[src/rtl/dma_job_sequencer.sv]
`default_nettype none
// ============================================================================
// Module      : dma_job_sequencer
// Description : Walks the bank1 job table from slot 0 to the latched end
//               slot. For each slot it steps the DMA configuration writer
//               through its one-hot register writes and waits for both DMA
//               channels to complete. It then writes status and cycle count
//               back to the slot. A level abort finishes any in-flight
//               config step, writes an aborted status and stops the walk.
// Revision    : 1.0 - initial release
// ============================================================================
module dma_job_sequencer #(
    parameter int BANK1_INDEX_WIDTH   = 3,
    parameter int BANK1_STATUS_WIDTH  = 2,
    parameter int BANK1_PROFILE_WIDTH = 32,
    parameter int BANK0_CONTROL_WIDTH = 4,
    parameter int BANK0_STATUS_WIDTH  = 4,
    parameter int BANK0_CNT_WIDTH     = BANK1_INDEX_WIDTH,
    parameter int DMA_INIT_TASK_CNT   = 8
) (
    input  logic                           clk,
    input  logic                           reset,
    input  logic [BANK0_CONTROL_WIDTH-1:0] ext_bank0_out_control,
    input  logic [BANK0_CNT_WIDTH-1:0]     ext_bank0_out_endCnt,
    output logic [BANK0_STATUS_WIDTH-1:0]  ext_bank0_in_status,
    output logic [BANK0_CNT_WIDTH-1:0]     ext_bank0_in_cnt,
    output logic [BANK0_CNT_WIDTH-1:0]     slot_idx,
    output logic [DMA_INIT_TASK_CNT-1:0]   slaveInit,
    input  logic [DMA_INIT_TASK_CNT-1:0]   slaveFinInit,
    input  logic                           dma_mm2s_done,
    input  logic                           dma_s2mm_done,
    output logic                           slot_wr_en,
    output logic [BANK1_STATUS_WIDTH-1:0]  slot_wr_status,
    output logic [BANK1_PROFILE_WIDTH-1:0] slot_wr_profile
);

    // Slot status codes written back to bank1
    localparam logic [BANK1_STATUS_WIDTH-1:0] c_ST_DONE    = BANK1_STATUS_WIDTH'(2'b10);
    localparam logic [BANK1_STATUS_WIDTH-1:0] c_ST_ABORTED = BANK1_STATUS_WIDTH'(2'b11);

    // First config-writer step and all-ones profile value
    localparam logic [DMA_INIT_TASK_CNT-1:0]   c_FIRST_STEP = DMA_INIT_TASK_CNT'(1);
    localparam logic [BANK1_PROFILE_WIDTH-1:0] c_PROF_MAX   = '1;

    typedef enum logic [2:0] {
        S_IDLE      = 3'd0,
        S_INIT      = 3'd1,
        S_WAIT_DONE = 3'd2,
        S_WB        = 3'd3,
        S_FIN       = 3'd4
    } state_t;

    state_t                         state_q,     state_d;
    logic [BANK0_CNT_WIDTH-1:0]     end_cnt_q,   end_cnt_d;
    logic [BANK0_CNT_WIDTH-1:0]     slot_idx_q,  slot_idx_d;
    logic [DMA_INIT_TASK_CNT-1:0]   slv_init_q,  slv_init_d;
    logic                           mm2s_f_q,    mm2s_f_d;
    logic                           s2mm_f_q,    s2mm_f_d;
    logic [BANK1_PROFILE_WIDTH-1:0] profile_q,   profile_d;
    logic                           done_q,      done_d;
    logic                           aborted_q,   aborted_d;
    logic                           abort_req_q, abort_req_d;
    logic [BANK1_STATUS_WIDTH-1:0]  wb_status_q, wb_status_d;

    logic                           w_start;
    logic                           w_abort;
    logic                           w_abort_now;
    logic                           w_step_ack;
    logic                           w_mm2s_seen;
    logic                           w_s2mm_seen;
    logic [BANK1_PROFILE_WIDTH-1:0] w_profile_inc;
    logic                           w_busy;
    logic                           w_unused_ctrl;

    // Decode the control word; only start and abort carry meaning
    always_comb begin
        w_start       = ext_bank0_out_control[0];
        w_abort       = ext_bank0_out_control[1];
        w_unused_ctrl = ^ext_bank0_out_control;
    end

    // Handshake, completion and saturating profile helpers
    always_comb begin
        w_abort_now   = abort_req_q | w_abort;
        w_step_ack    = (slaveFinInit == slv_init_q);
        w_mm2s_seen   = mm2s_f_q | dma_mm2s_done;
        w_s2mm_seen   = s2mm_f_q | dma_s2mm_done;
        w_profile_inc = (profile_q == c_PROF_MAX) ? profile_q
                                                  : profile_q + BANK1_PROFILE_WIDTH'(1);
    end

    // Next-state logic for the slot walk
    always_comb begin
        state_d     = state_q;
        end_cnt_d   = end_cnt_q;
        slot_idx_d  = slot_idx_q;
        slv_init_d  = slv_init_q;
        mm2s_f_d    = mm2s_f_q;
        s2mm_f_d    = s2mm_f_q;
        profile_d   = profile_q;
        done_d      = done_q;
        aborted_d   = aborted_q;
        abort_req_d = abort_req_q;
        wb_status_d = wb_status_q;

        case (state_q)
            S_IDLE: begin
                if (w_start) begin
                    end_cnt_d   = ext_bank0_out_endCnt;
                    slot_idx_d  = '0;
                    done_d      = 1'b0;
                    aborted_d   = 1'b0;
                    abort_req_d = 1'b0;
                    slv_init_d  = c_FIRST_STEP;
                    mm2s_f_d    = 1'b0;
                    s2mm_f_d    = 1'b0;
                    profile_d   = '0;
                    state_d     = S_INIT;
                end
            end

            S_INIT: begin
                profile_d   = w_profile_inc;
                abort_req_d = w_abort_now;
                // The in-flight step always completes; abort only replaces
                // the next step with an aborted writeback.
                if (w_step_ack) begin
                    if (w_abort_now) begin
                        slv_init_d  = '0;
                        wb_status_d = c_ST_ABORTED;
                        state_d     = S_WB;
                    end else if (slv_init_q[DMA_INIT_TASK_CNT-1]) begin
                        slv_init_d  = '0;
                        state_d     = S_WAIT_DONE;
                    end else begin
                        slv_init_d  = slv_init_q << 1;
                    end
                end
            end

            S_WAIT_DONE: begin
                profile_d   = w_profile_inc;
                abort_req_d = w_abort_now;
                mm2s_f_d    = w_mm2s_seen;
                s2mm_f_d    = w_s2mm_seen;
                // Completion beats a same-cycle abort; the abort still ends
                // the walk after this writeback.
                if (w_mm2s_seen && w_s2mm_seen) begin
                    wb_status_d = c_ST_DONE;
                    state_d     = S_WB;
                end else if (w_abort_now) begin
                    wb_status_d = c_ST_ABORTED;
                    state_d     = S_WB;
                end
            end

            S_WB: begin
                if (abort_req_q || (slot_idx_q == end_cnt_q)) begin
                    done_d    = 1'b1;
                    aborted_d = abort_req_q;
                    state_d   = S_FIN;
                end else begin
                    slot_idx_d = slot_idx_q + BANK0_CNT_WIDTH'(1);
                    slv_init_d = c_FIRST_STEP;
                    mm2s_f_d   = 1'b0;
                    s2mm_f_d   = 1'b0;
                    profile_d  = '0;
                    state_d    = S_INIT;
                end
            end

            S_FIN: begin
                if (!w_start) begin
                    state_d = S_IDLE;
                end
            end

            default: begin
                state_d = S_IDLE;
            end
        endcase
    end

    // State and datapath registers, cleared asynchronously
    always_ff @(posedge clk or negedge reset) begin
        if (!reset) begin
            state_q     <= S_IDLE;
            end_cnt_q   <= '0;
            slot_idx_q  <= '0;
            slv_init_q  <= '0;
            mm2s_f_q    <= 1'b0;
            s2mm_f_q    <= 1'b0;
            profile_q   <= '0;
            done_q      <= 1'b0;
            aborted_q   <= 1'b0;
            abort_req_q <= 1'b0;
            wb_status_q <= '0;
        end else begin
            state_q     <= state_d;
            end_cnt_q   <= end_cnt_d;
            slot_idx_q  <= slot_idx_d;
            slv_init_q  <= slv_init_d;
            mm2s_f_q    <= mm2s_f_d;
            s2mm_f_q    <= s2mm_f_d;
            profile_q   <= profile_d;
            done_q      <= done_d;
            aborted_q   <= aborted_d;
            abort_req_q <= abort_req_d;
            wb_status_q <= wb_status_d;
        end
    end

    // Output mapping; writeback fields are only non-zero during the strobe
    always_comb begin
        w_busy              = (state_q == S_INIT) || (state_q == S_WAIT_DONE) ||
                              (state_q == S_WB);
        ext_bank0_in_status    = '0;
        ext_bank0_in_status[0] = w_busy;
        ext_bank0_in_status[1] = done_q;
        ext_bank0_in_status[2] = aborted_q;
        ext_bank0_in_cnt    = slot_idx_q;
        slot_idx            = slot_idx_q;
        slaveInit           = slv_init_q;
        slot_wr_en          = (state_q == S_WB);
        slot_wr_status      = (state_q == S_WB) ? wb_status_q : '0;
        slot_wr_profile     = (state_q == S_WB) ? profile_q   : '0;
    end

endmodule
`default_nettype wire

[config.mk]
export PLATFORM = sky130hd
export DESIGN_NAME = dma_job_sequencer
export DESIGN_NICKNAME = d
export VERILOG_FILES = /design/src/rtl/dma_job_sequencer.sv
export SDC_FILE = /design/constraint.sdc
export NUM_CORES = 1
export LEC_CHECK = 0
export CAP_MARGIN = 0
export CELL_PAD_IN_SITES_DETAIL_PLACEMENT = 0
export CELL_PAD_IN_SITES_GLOBAL_PLACEMENT = 1
export CORE_MARGIN = 2
export CORE_UTILIZATION = 40
export CTS_BUF_LIST = sky130_fd_sc_hd__clkbuf_2
export DETAILED_ROUTE_END_ITERATION = 8
export HOLD_SLACK_MARGIN = 0.06
export PLACE_DENSITY_LB_ADDON = 0.15
export SYNTH_ARGS = -nofsm -noshare
export SYNTH_HDL_FRONTEND = slang
export SYNTH_SLANG_ARGS = --single-unit
[constraint.sdc]
create_clock -name clk -period 2.3 [get_ports clk]
set_input_delay 0.345 -clock clk [delete_from_list [all_inputs] [get_ports clk]]
set_output_delay 0.345 -clock clk [all_outputs]
set_load 0.005 [all_outputs]
## Word-level counts from Yosys, hierarchy flattened

Cells that the tools add are included.

- Bitwise gates (word level): 3
- $add $sub $neg: 2
- Reductions and logical operators: 21
- Muxes and demuxes: 37
- Equal/unequal tests: 15

Operator list:

| kind | number |
|---|---|
| 2-to-1 mux 32 bit | 4 |
| case mux 32 bit (3 select lines) | 1 |
| 2-to-1 mux 8 bit | 5 |
| adder 32 x 1 -> 32 bit (second input constant) | 1 |
| equality test 32 bit (second input constant) | 1 |
| 2-to-1 mux 3 bit | 10 |
| case mux 8 bit (3 select lines) | 1 |
| case mux 3 bit (5 select lines) | 1 |
| inequality test 2 bit (second input constant) | 5 |
| AND reduction 3 bit | 3 |
| nonzero test 3 bit | 3 |
| equality test 8 bit | 1 |
| 2-to-1 mux 2 bit | 4 |
| AND reduction 4 bit | 2 |
| equality test 3 x 2 -> 1 bit (second input constant) | 2 |
| inequality test 3 bit (second input constant) | 2 |
| case mux 1 bit (2 select lines) | 3 |
| case mux 1 bit (3 select lines) | 2 |
| case mux 3 bit (2 select lines) | 1 |
| AND reduction 2 bit | 3 |
| nonzero test 2 bit | 3 |
| AND reduction 5 bit | 1 |
| 2-to-1 mux 1 bit | 4 |
| case mux 2 bit (2 select lines) | 1 |
| other kinds (10) | 14 |

- Input bits: 19
- Flip-flop bits (word level): 56
- Word-level logic and storage cells: 89
- Output and inout bits: 53

## Depth between registers and ports, before layout

- Word-level depth: 4
- Mapped depth: 7

## Worst setup path before layout

OpenSTA, ideal clock, no wires.

- Path type: reg-to-reg
- From: reg profile_q[0]
- To: reg profile_q[9]
- Arrival: 1.924 ns
- Stages on the path, launching flop included: 8
- Setup slack: 0.252 ns
- Clock period less this slack: 2.048 ns
- Path buffers: 1
- Required time: 2.176 ns
- Cell sequence: dfrtp_1 > ha_1 > nand3_2 > nor4_4 > a31oi_4 > buf_6 > and3_4 > a211o_1

- Longest elaborated chain between the ends: 3
- Elaborated cells between the ends (all ways): 6
- Classes of those cells: add/sub: 1; eq/ne: 2; mux: 2; reduce/logical: 1

Ends and longest elaborated chain:

| item | line | RTL |
|---|---|---|
| start, declared | 59 | `logic [BANK1_PROFILE_WIDTH-1:0] profile_q, profile_d;` |
| start signal, assigned | 205 | `profile_q <= profile_d;` |
| adder 32 x 1 -> 32 bit / equality test 32 bit (equally long branches) | 89, 88 |  |
| 2-to-1 mux 32 bit / inequality test 2 bit (equally long branches) | -- |  |
| case mux 32 bit (3 select lines) / AND reduction 4 bit (equally long branches) | -- |  |

Parallel ways exist; a longest one is shown, timed or not. The select of a mux whose other input is x is not followed.
A chain may end at the register's enable or synchronous reset.

## Final worst setup path

- From: reg state_q[0]
- To: out slot_wr_profile[8]

- Longest elaborated chain between the ends: 2

Ends and longest elaborated chain:

| item | line | RTL |
|---|---|---|
| start, declared | 53 | `state_t state_q, state_d;` |
| start signal, assigned | 199 | `state_q <= state_d;` |
| equality test 3 x 2 -> 1 bit | 226 | `slot_wr_profile = (state_q == S_WB) ? profile_q : '0;` |
| 2-to-1 mux 32 bit | 226 |  |
| end, declared | 34 | `output logic [BANK1_PROFILE_WIDTH-1:0] slot_wr_profile` |

No other way between the ends.

==> results.md <==
* Cell count after synthesis at 376
* Post-route DRC at 0
* Synth Flop Type: dfrtp_1
* Height of the chip at 97.09 um
* CTS Buffer Depth at 2
* CORE AREA at 8299 um2
* Clock network power share at 0.097
* Initial Util at 0.4176
* WL met3 at 377 um
* CP required at 1.96 ns
* Worst R2R Path Depth at 7
* Worst reg2reg startpoint: profile_q[1]
* Cell-internal power at 2.292 mW
* First-pass GRT wire length at 14.88 mm
* Clock transition at path regs at 0.29 ns
* M1 WL at 4.178 mm
* Final period utilization at 0.9726
* NumNets Final at 482
* Pre-CTS WS at 0.0006934 ns
* Worst path cell trace: nand2_2 -> nor2_4 -> buf_12 -> and2_4 -> clkdlybuf4s50_1
* Setup Crit Path Kind: reg2out
* Syn nets at 397
* Mapped Area at 3466 um2
* Via count of the first global-routing pass at 3047
* Area occupied by multi-input gates at 1929 um2
* Final RePlAce weighted congestion at 0.8241
* Share of cells above drive strength 1 at 0.1797
* Max Clock Skew at 0.02787 ns
* Vias at 3131
* P_leak at 2.473 nW
* PD cells at 884.8 nW/um2
* Comb power frac at 0.549
* Most common cell after layout, fill and taps aside: dfrtp_1
* Syn Area/Cell at 9.218 um2
* Part of the power in registers at 0.354
* Ys Warns at 0
* TritonRoute pass-1 iters at 4
* # IOs at 72
* Top sig layer: met4
* NetSw at 1.728 mW
* Arr. time, crit path at 1.89 ns
* Initial antenna violation count at 0
* Die area at 9426 um2
* Row cnt at 33
* Worst R2R End: profile_q[21]
* Max FO, Critical Path at 18
* Port Buffers at 68
* Final worst path period need at 2.237 ns
* GRT Resource Usage Total at 0.1902
* Final Setup Violations at 0
* Vias per cell at 5.522
* CTS root buf: clkbuf_2
* Antenna Violating Nets Remaining at 0
* Placed Area at 4355 um2
* Slew Viols, Final at 0
* Largest net degree at the start of global routing at 36
* Max stage delay cell, worst path: clkdlybuf4s50_1
* Total wire length at 9.002 mm
* Pwr Total at 4.020 mW
* Post-DP HPWL at 6.160 mm
* DR WL/cell at 15.88 um
* Commonest non-fill, non-tap cells in the layout: 54 x dfrtp_1, 37 x clkdlybuf4s50_1, 34 x nand2_1
* Final worst-path setup slack at 0.06310 ns
* Final Hold Vio Count at 0
* Num CTS Buffers at 5
* Setup crit end kind: output port
* Fmax at 0.4470 GHz
* Max-Cap Viols at 0
* Slew headroom at 0.6025
* R2R setup slack at 0.14 ns
* CTS tree: done
* DR WL met2 at 4.364 mm
* Die X at 97.09 um
* Worst-Skew Late Latency at 0.46 ns
* Critical path launch point type: flop
* Post-route cell area at 4543 um2
* # clock sinks at 56
* Synth unique cells at 60
* Switching part of the total at 0.4298
* Area Growth Syn to Fin at 31.08%
* Ys async rst share at 1.000
* Least-Margin Pin Slew at 0.5963 ns
* Filler cell count at 772
* Register Area at 1404 um2
* Yosys reg bits at 56
* Worst min path class: in2async
* Htree depth at 2
* ANT cells at 0
* Run status: finished, final reports clean
* Worst vdd ir at 0.4903 mV
* RSZ-0062 raised after global routing: yes
* EDFF count, synth at 0
* Biggest cell delay along the critical path at 0.48 ns
* Total gr overflow at 0
* Sequential fraction of the synthesis area at 0.4043
* Hold Slack at 0.3674 ns
* Initial DRC count at 123
==> synth_stat cells (2+ instances only) <==
cell type | number | share of area
nor3_1 | 25 | 0.036
buf_4 | 7 | 0.015
nor4_4 | 2 | 0.012
nor4_1 | 4 | 0.0072
and2_1 | 33 | 0.060
a211oi_1 | 3 | 0.0065
nand2_1 | 35 | 0.038
buf_2 | 2 | 0.0029
dfrtp_1 | 56 | 0.40
and3_2 | 5 | 0.011
o22a_1 | 2 | 0.0051
mux2i_1 | 9 | 0.026
a211o_1 | 14 | 0.035
a221o_1 | 2 | 0.0058
mux2_2 | 4 | 0.013
nand4_1 | 5 | 0.0090
nand3_1 | 16 | 0.023
nor2_1 | 26 | 0.028
ha_1 | 2 | 0.0072
clkbuf_1 | 7 | 0.0076
a41oi_1 | 3 | 0.0076
and3_1 | 12 | 0.022
and2_2 | 2 | 0.0043
a221o_2 | 3 | 0.0097
o21a_1 | 2 | 0.0043
a21o_1 | 3 | 0.0065
buf_6 | 4 | 0.013
or2_2 | 2 | 0.0036
a31oi_1 | 10 | 0.018
nand2b_1 | 3 | 0.0054
xor2_1 | 10 | 0.025
or3_1 | 2 | 0.0036
xnor2_1 | 3 | 0.0076
inv_1 | 12 | 0.013
nand3_2 | 3 | 0.0087
a21oi_1 | 10 | 0.014
nor2b_1 | 4 | 0.0072
o21ai_0 | 7 | 0.010
==> worst max path at each step <==
stage / cells after the start / endpoint / from / slack [ns]
6_report: 5 / slot_wr_profile[8] / state_q[0] / 0.06
3_3_place_gp: 6 / slaveInit[2] / slaveFinInit[7] / 0.02
5_1_grt: 5 / slot_wr_profile[8] / state_q[0] / -0.06
3_5_place_dp: 6 / slaveInit[2] / slaveFinInit[6] / 0.0007
2_1_floorplan: 7 / profile_q[9] / profile_q[0] / 0.25
4_1_cts: 5 / slot_wr_profile[8] / state_q[0] / -0.02
==> power groups by stage <==
stage               Clock [mW]  Sequential (mW)  Combinational (mW)
floorplan                    0             1.39                1.33
global placement             0             1.44                2.03
detailed placement           0             1.44                2.07
CTS                      0.407             1.41                2.12
global route             0.441             1.46                2.44
finish                   0.390             1.42                2.21
==> logic make-up (layout without fill, tap and decap cells) <==
logic type	Yosys count	count (layout)	synth area share
other	1	1	0.001082
muxes	13	13	0.03899
AOI/OAI and AO/OA	71	71	0.1607
adders and majority gates	2	2	0.007219
DFF	56	56	0.4043
and+or+nand+nor	187	187	0.3022
xor gates and xnor gates	13	13	0.03285
buffers and inverters	33	119	0.05271
==> critical path: cells and delay by family (launching register included) <==
kind | cells | cell delay [ns]
buffers and inverters | 2 | 0.63
DFF | 1 | 0.44
and+or+nand+nor | 3 | 0.36
==> layout make-up <==
| cell class | instances | area share |
|---|---|---|
| well taps | 105 | 0.02892 |
| inverters | 12 | 0.009915 |
| clock buffers | 6 | 0.006610 |
| flip-flops and latches | 56 | 0.3090 |
| repair buffers | 99 | 0.2184 |
| multi-input cells | 287 | 0.4247 |
| clock inverters | 2 | 0.002479 |
==> sequential cells by signal, summed over array words and instances (netlist names) <==
name / flops
profile_q: 32
slaveInit: 8
end_cnt_q: 3
ext_bank0_in_cnt: 3
state_q: 3
wb_status_q: 2
abort_req_q: 1
aborted_q: 1
done_q: 1
mm2s_f_q: 1
s2mm_f_q: 1
==> metal layers <==
metal | GRT usage | vias up
met4 | 0.04334 | 0
met3 | 0.03309 | 7
li1 | - | 1516
met5 | 0 | -
met2 | 0.3178 | 79
met1 | 0.2587 | 1529
==> metrics by stage <==
| stage | utilization | setup TNS [ns] | std cells |
|---|---|---|---|
| 6_report | 0.5474 | 0 | 567 |
| 5_1_grt | 0.5474 | -0.2011 | 567 |
| 4_1_cts | 0.5331 | -0.04147 | 563 |
| 3_5_place_dp | 0.5248 | 0 | 552 |
| 3_3_place_gp | 0.5248 | 0 | 552 |
| 2_1_floorplan | - | 0 | 376 |
==> repair_timing <==
action	4_1_cts	5_1_grt
hold endpoints to repair	21	0
resized for setup	18	23
setup buffers	2	3
setup endpoints to repair	36	46
gates cloned	0	1
pin swaps	0	2
hold buffers	1	0
(Power assumes the default switching activity.)
